$ cat src/rtl/cnt_monitor_if.sv
// Sample stream into the counter monitor and the status it reports back.
interface cnt_monitor_if #(
  parameter int WIDTH  = 4,
  parameter int WRAP_W = 8,
  parameter int ERR_W  = 4
);
  logic              cnt_valid;
  logic [WIDTH-1:0]  cnt;
  logic              clr;
  logic              locked;
  logic              err;
  logic [ERR_W-1:0]  err_cnt;
  logic [WRAP_W-1:0] wrap_cnt;
  logic              wrap_pulse;
  logic [WIDTH-1:0]  last_cnt;

  modport master (
    output cnt_valid, cnt, clr,
    input  locked, err, err_cnt, wrap_cnt, wrap_pulse, last_cnt
  );
  modport slave (
    input  cnt_valid, cnt, clr,
    output locked, err, err_cnt, wrap_cnt, wrap_pulse, last_cnt
  );
endinterface

$ cat src/rtl/cnt_monitor.sv
// Checks a free-running counter stream for +1 steps, counts wraps and
// sequence errors, and resyncs after a jump once RELOCK good steps are seen.
module cnt_monitor #(
  parameter int WIDTH  = 4,
  parameter int WRAP_W = 8,
  parameter int ERR_W  = 4,
  parameter int RELOCK = 2
) (
  input logic          clk,
  input logic          rst_n,
  cnt_monitor_if.slave bus
);
  typedef enum logic [1:0] {SYNC, TRACK, RESYNC} state_t;

  state_t            state;
  logic [3:0]        run;
  logic              locked, err, wrap_pulse;
  logic [ERR_W-1:0]  err_cnt;
  logic [WRAP_W-1:0] wrap_cnt;
  logic [WIDTH-1:0]  last_cnt;
  logic              step_good, at_max;

  assign step_good = (bus.cnt == WIDTH'(last_cnt + 1'b1));
  assign at_max    = (last_cnt == {WIDTH{1'b1}});

  always_ff @(posedge clk or negedge rst_n) begin
    if (!rst_n) begin
      state      <= SYNC;
      run        <= '0;
      locked     <= 1'b0;
      err        <= 1'b0;
      err_cnt    <= '0;
      wrap_cnt   <= '0;
      wrap_pulse <= 1'b0;
      last_cnt   <= '0;
    end else if (bus.clr) begin
      state      <= SYNC;
      run        <= '0;
      locked     <= 1'b0;
      err        <= 1'b0;
      err_cnt    <= '0;
      wrap_cnt   <= '0;
      wrap_pulse <= 1'b0;
      last_cnt   <= '0;
    end else begin
      wrap_pulse <= 1'b0;
      if (bus.cnt_valid) begin
        last_cnt <= bus.cnt;
        unique case (state)
          SYNC: begin
            state  <= TRACK;
            locked <= 1'b1;
          end
          TRACK: begin
            if (step_good) begin
              if (at_max) begin
                wrap_cnt   <= wrap_cnt + 1'b1;
                wrap_pulse <= 1'b1;
              end
            end else begin
              err    <= 1'b1;
              if (err_cnt != {ERR_W{1'b1}}) err_cnt <= err_cnt + 1'b1;
              run    <= '0;
              state  <= RESYNC;
              locked <= 1'b0;
            end
          end
          RESYNC: begin
            // wraps seen while resyncing are deliberately not counted
            if (step_good) begin
              if (run == 4'(RELOCK - 1)) begin
                run    <= '0;
                state  <= TRACK;
                locked <= 1'b1;
              end else begin
                run <= run + 1'b1;
              end
            end else begin
              if (err_cnt != {ERR_W{1'b1}}) err_cnt <= err_cnt + 1'b1;
              run <= '0;
            end
          end
          default: state <= SYNC;
        endcase
      end
    end
  end

  assign bus.locked     = locked;
  assign bus.err        = err;
  assign bus.err_cnt    = err_cnt;
  assign bus.wrap_cnt   = wrap_cnt;
  assign bus.wrap_pulse = wrap_pulse;
  assign bus.last_cnt   = last_cnt;
endmodule

$ cat src/flat_wrapper.sv
// flat-port wrapper written by rule: the top's interface ports become plain ports
module cnt_monitor_flat 
#(
  parameter int WIDTH  = 4,
  parameter int WRAP_W = 8,
  parameter int ERR_W  = 4,
  parameter int RELOCK = 2
)
  (clk, rst_n, bus_cnt_valid, bus_cnt, bus_clr, bus_locked, bus_err, bus_err_cnt, bus_wrap_cnt, bus_wrap_pulse, bus_last_cnt);
  cnt_monitor_if #(.WIDTH(WIDTH), .WRAP_W(WRAP_W), .ERR_W(ERR_W)) bus_i ();
  input logic clk;
  input logic rst_n;
  input wire logic [$bits(bus_i.cnt_valid)-1:0] bus_cnt_valid;
  input wire logic [$bits(bus_i.cnt)-1:0] bus_cnt;
  input wire logic [$bits(bus_i.clr)-1:0] bus_clr;
  output wire logic [$bits(bus_i.locked)-1:0] bus_locked;
  output wire logic [$bits(bus_i.err)-1:0] bus_err;
  output wire logic [$bits(bus_i.err_cnt)-1:0] bus_err_cnt;
  output wire logic [$bits(bus_i.wrap_cnt)-1:0] bus_wrap_cnt;
  output wire logic [$bits(bus_i.wrap_pulse)-1:0] bus_wrap_pulse;
  output wire logic [$bits(bus_i.last_cnt)-1:0] bus_last_cnt;
  assign bus_i.cnt_valid = bus_cnt_valid;
  assign bus_i.cnt = bus_cnt;
  assign bus_i.clr = bus_clr;
  assign bus_locked = bus_i.locked;
  assign bus_err = bus_i.err;
  assign bus_err_cnt = bus_i.err_cnt;
  assign bus_wrap_cnt = bus_i.wrap_cnt;
  assign bus_wrap_pulse = bus_i.wrap_pulse;
  assign bus_last_cnt = bus_i.last_cnt;
  cnt_monitor #(.WIDTH(WIDTH), .WRAP_W(WRAP_W), .ERR_W(ERR_W), .RELOCK(RELOCK)) u_core (.clk(clk), .rst_n(rst_n), .bus(bus_i));
endmodule
$ cat config.mk
export PLATFORM = sky130hd
export DESIGN_NAME = cnt_monitor_flat
export DESIGN_NICKNAME = d
export VERILOG_FILES = /design/src/rtl/cnt_monitor_if.sv /design/src/rtl/cnt_monitor.sv /design/src/flat_wrapper.sv
export SDC_FILE = /design/constraint.sdc
export NUM_CORES = 1
export LEC_CHECK = 0
export CORE_ASPECT_RATIO = 1.5
export CORE_MARGIN = 5
export CORE_UTILIZATION = 40
export DETAILED_ROUTE_END_ITERATION = 10
export PLACE_DENSITY_LB_ADDON = 0.1
export SYNTH_ARGS = -nofsm -noshare
export SYNTH_HDL_FRONTEND = slang
export SYNTH_SLANG_ARGS = --single-unit
$ cat constraint.sdc
create_clock -name clk -period 2.9 [get_ports clk]
set_input_delay 0.58 -clock clk [delete_from_list [all_inputs] [get_ports clk]]
set_output_delay 0.58 -clock clk [all_outputs]
set_load 0.01 [all_outputs]
==> flow_summary_export.csv <==
group,metric,value,unit
run_status,status,"completed",
timing,setup_viol,0,
critical_path,cp.required,3060,ps
floorplanning,start_util,0.415,
clock_network,clock_latency,270,ps
critical_path,critPathSlowestCell,"nor4_1",
critical_path,crit_path_end_kind,"flip-flop",
critical_path,reg2reg_depth,6,
synthesis,syn_nets,159,
critical_path,rr_startpoint,"u_core.bus.last_cnt[0]",
drt,drt_iter0_drc,18,
drt,drc_errors,0,
synthesis,synth-xor-area-share,0.0680,
power,powerDensity,427,mW/mm²
power,leakage,0.767,nW
critical_path,path_delay_family,"simple AND/OR/NAND/NOR gates",
critical_path,crit_chain,"ha_1, xnor3_4, nand3_2, nor4_1, a31o_2, a21oi_1",
synthesis,avgSynthCellArea,9.97,µm²
critical_path,cp_slowest_stage_delay,750,ps
synthesis,synthTopCellsByArea,"dfrtp_1, ha_1, mux2i_1",
critical_path,startpoint,"u_core.bus.last_cnt[0]",
clock_network,htreeDepth,1,
clock_network,cts-root-buf,"clkbuf_8",
synthesis,ys_types,40,
critical_path,critical_path_buf_inv_count,0,
global_routing,grt_pass1_vias,1200,
power,finalPower,769,µW
power,combPwrFrac,0.226,
synthesis,seq_area_frac_synth,0.442,
synthesis,yosys.area_share.simple,0.183,
clock_network,cts.sinks,25,
critical_path,reg2reg_to,"u_core.bus.wrap_cnt[7]",
global_routing,grt_pass1_wl,5490,µm
timing,max_freq,402,MHz
drt,totalWireLength,3180,µm
hold_path,hold_class,"reg -> reg",
timing,min_period,2490,ps
placed_design,place_congestion,0.726,
synthesis,synthDominantCellAreaShare,0.442,
synthesis,syn_inst,142,
drt,ant_nets,0,
critical_path,cp_data_arrival_time,2650,ps
drt,drt_first_pass_iters,4,
hold_path,worstHoldPathCells,2,
clock_network,clk_path_buf_depth,2,
synthesis,synth-compound-area-share,0.132,
placed_design,port_buffers,26,
drt,avgViaCountPerCell,5.13,
placed_design,dpl.hpwl,2430,µm
synthesis,synth_fa_ha_area_frac,0.0795,
timing,fin_skew,3.02,ps
power,switching_share,0.287,
power,peakVddDrop,235,µV
drt,vias,1104,
synthesis,synth_warnings,0,
power,power.internal,548,µW
clock_network,cts.clk_slew.worst_paths,90,ps
critical_path,worstSetupPathType,"reg -> reg",
timing,finalHoldViolations,0,
floorplanning,dieWidth,58.6,µm
critical_path,crit_path_start_kind,"flip-flop",
synthesis,synth_mux_area_frac,0.0583,
critical_path,ff2ff_setup_slack,410,ps
timing,rsz0062_at_grt,"false",
timing,worst_slew_pin_slew,794,ps
hold_path,holdPathEnd,"u_core.bus.err",
timing,tns,0,ps
run,maxCapViolations,0,
finish,antennaDiodeCount,0,
timing,min_period_over_period,0.858,
timing,relSlewSlack,0.466,
timing,finalMaxSlewViolations,0,
global_routing,grt_overflow_total,0,
finish,mostFrequentLayoutCells,"clkdlybuf4s50_1, dfrtp_1, nor2_1",
finish,syn2layout_area_growth,27.1,%
finish,mostFrequentLayoutCell,"clkdlybuf4s50_1",
floorplanning,std_cell_rows,26,
clock_network,ctsResizeCount,0,
clock_network,cts_inserted_buffers,3,
finish,final_nets,191,
floorplanning,fp.dieH,82.9,µm
synthesis,synth_seq_cells,25,
synthesis,syn_area,0.00142,mm²
finish,drive_above_1_share,0.121,
floorplanning,core-area,0.00342,mm²
clock_network,post_cts_buffers,0,
synthesis,synth_top_family_by_area,"simple AND/OR/NAND/NOR gates",
hold_path,hp-start,"u_core.bus.err",
global_routing,grt_usage,0.143,
floorplanning,die_area,0.00486,mm²
finish,fin_util,0.527,
drt,wire_per_inst,14.8,µm
synthesis,yosys.area.top_type,"dfrtp_1",
clock_network,cts_tree,"built",
clock_network,postCtsHoldBufs,0,
critical_path,crit_fanout,10,
floorplanning,ios,27,
power,p_clk_frac,0.273,
global_routing,grt_max_degree,26,
power,switchingPower,221,µW
global_routing,antenna_found_initial,0,
power,share_seq_of_total_power,0.501,
[final cells by class]
| type | count | area (µm²) |
|---|---|---|
| fill | 324 | 1620 |
| multi-input combinational | 103 | 737 |
| sequential | 25 | 626 |
| timing repair buffer | 32 | 305 |
| tap | 42 | 52.6 |
| clock buffer | 3 | 41.3 |
| inverter | 9 | 33.8 |
| clock inverter | 1 | 5.00 |
[worst max path at each step]
stage                                         to  depth (start not counted)
after floorplan           u_core.bus.wrap_cnt[3]                          7
after global placement             u_core.run[1]                          6
after detailed placement  u_core.bus.wrap_cnt[7]                          6
after CTS                 u_core.bus.wrap_cnt[7]                          6
after global routing      u_core.bus.wrap_cnt[5]                          6
final                     u_core.bus.wrap_cnt[7]                          6
[power by group through the flow]
stage / Clock (mW) / Combinational, mW / Sequential (mW)
2_1_floorplan: 0 / 0.0936 / 0.396
3_3_place_gp: 0 / 0.171 / 0.391
3_5_place_dp: 0 / 0.176 / 0.393
4_1_cts: 0.219 / 0.176 / 0.386
5_1_grt: 0.241 / 0.196 / 0.389
6_report: 0.210 / 0.174 / 0.385
[layer usage]
layer	part of all wire	track usage
met5	0	0
met4	0.0066	0.0433
met3	0.020	0.0233
met2	0.55	0.260
met1	0.43	0.163
[worst register-to-register path, stage by stage, from the launching register on]
cell	delay, ps
dfrtp_1	440
ha_1	240
xnor3_4	440
nand3_2	190
nor4_1	750
a31o_2	260
a21oi_1	60
[synthesized netlist by cell type]
master and count:
or3b_2 1, inv_1 9, a31oi_1 5, xnor2_1 3
a2bb2oi_1 1, nand4_1 2, a21oi_1 8, o31ai_1 2
mux2_2 2, nand3_2 1, nor2_1 12, xnor3_4 1
nand2_1 8, o21ai_0 4, or4_4 1, and3_2 1
buf_2 1, ha_1 9, dfrtp_1 25, or4_1 1
or3_1 2, mux2i_1 6, or2_0 1, clkbuf_1 3
nand2b_1 3, and3_1 1, nor2b_1 1, nand3b_1 1
o31a_1 1, a21bo_2 1, o32a_2 1, xor2_1 5
a41oi_1 1, nand3_1 6, and2_1 1, nor3_1 4
a31o_2 2, nor4_1 2, o211ai_1 2, buf_1 1
[kinds of logic (layout without fill, tap and decap cells)]
group,count (synthesis),in the layout
AOI/OAI and AO/OA,28,28
DFF,25,25
and+or+nand+nor,49,49
xor gates and xnor gates,9,9
adders and majority gates,9,9
muxes,8,8
buffers and inverters,14,45
[registers in the layout (all words and copies together) (netlist names)]
register,count
u_core.bus.locked,1
u_core.bus.last_cnt,4
u_core.bus.err_cnt,4
u_core.bus.wrap_pulse,1
u_core.run,4
u_core.state,2
u_core.bus.err,1
u_core.bus.wrap_cnt,8
[stage by stage]
stage          instance area [µm²]  std cells  worst slack (ps)  hold WS (ps)
2_1_floorplan                 1420        142               625           284
3_3_place_gp                  1750        211               252           473
3_5_place_dp                  1750        211               200           500
4_1_cts                       1800        215               400           518
5_1_grt                       1800        215               148           551
6_report                      1800        215               412           514
Note: power is estimated with default switching activity, not from simulation.
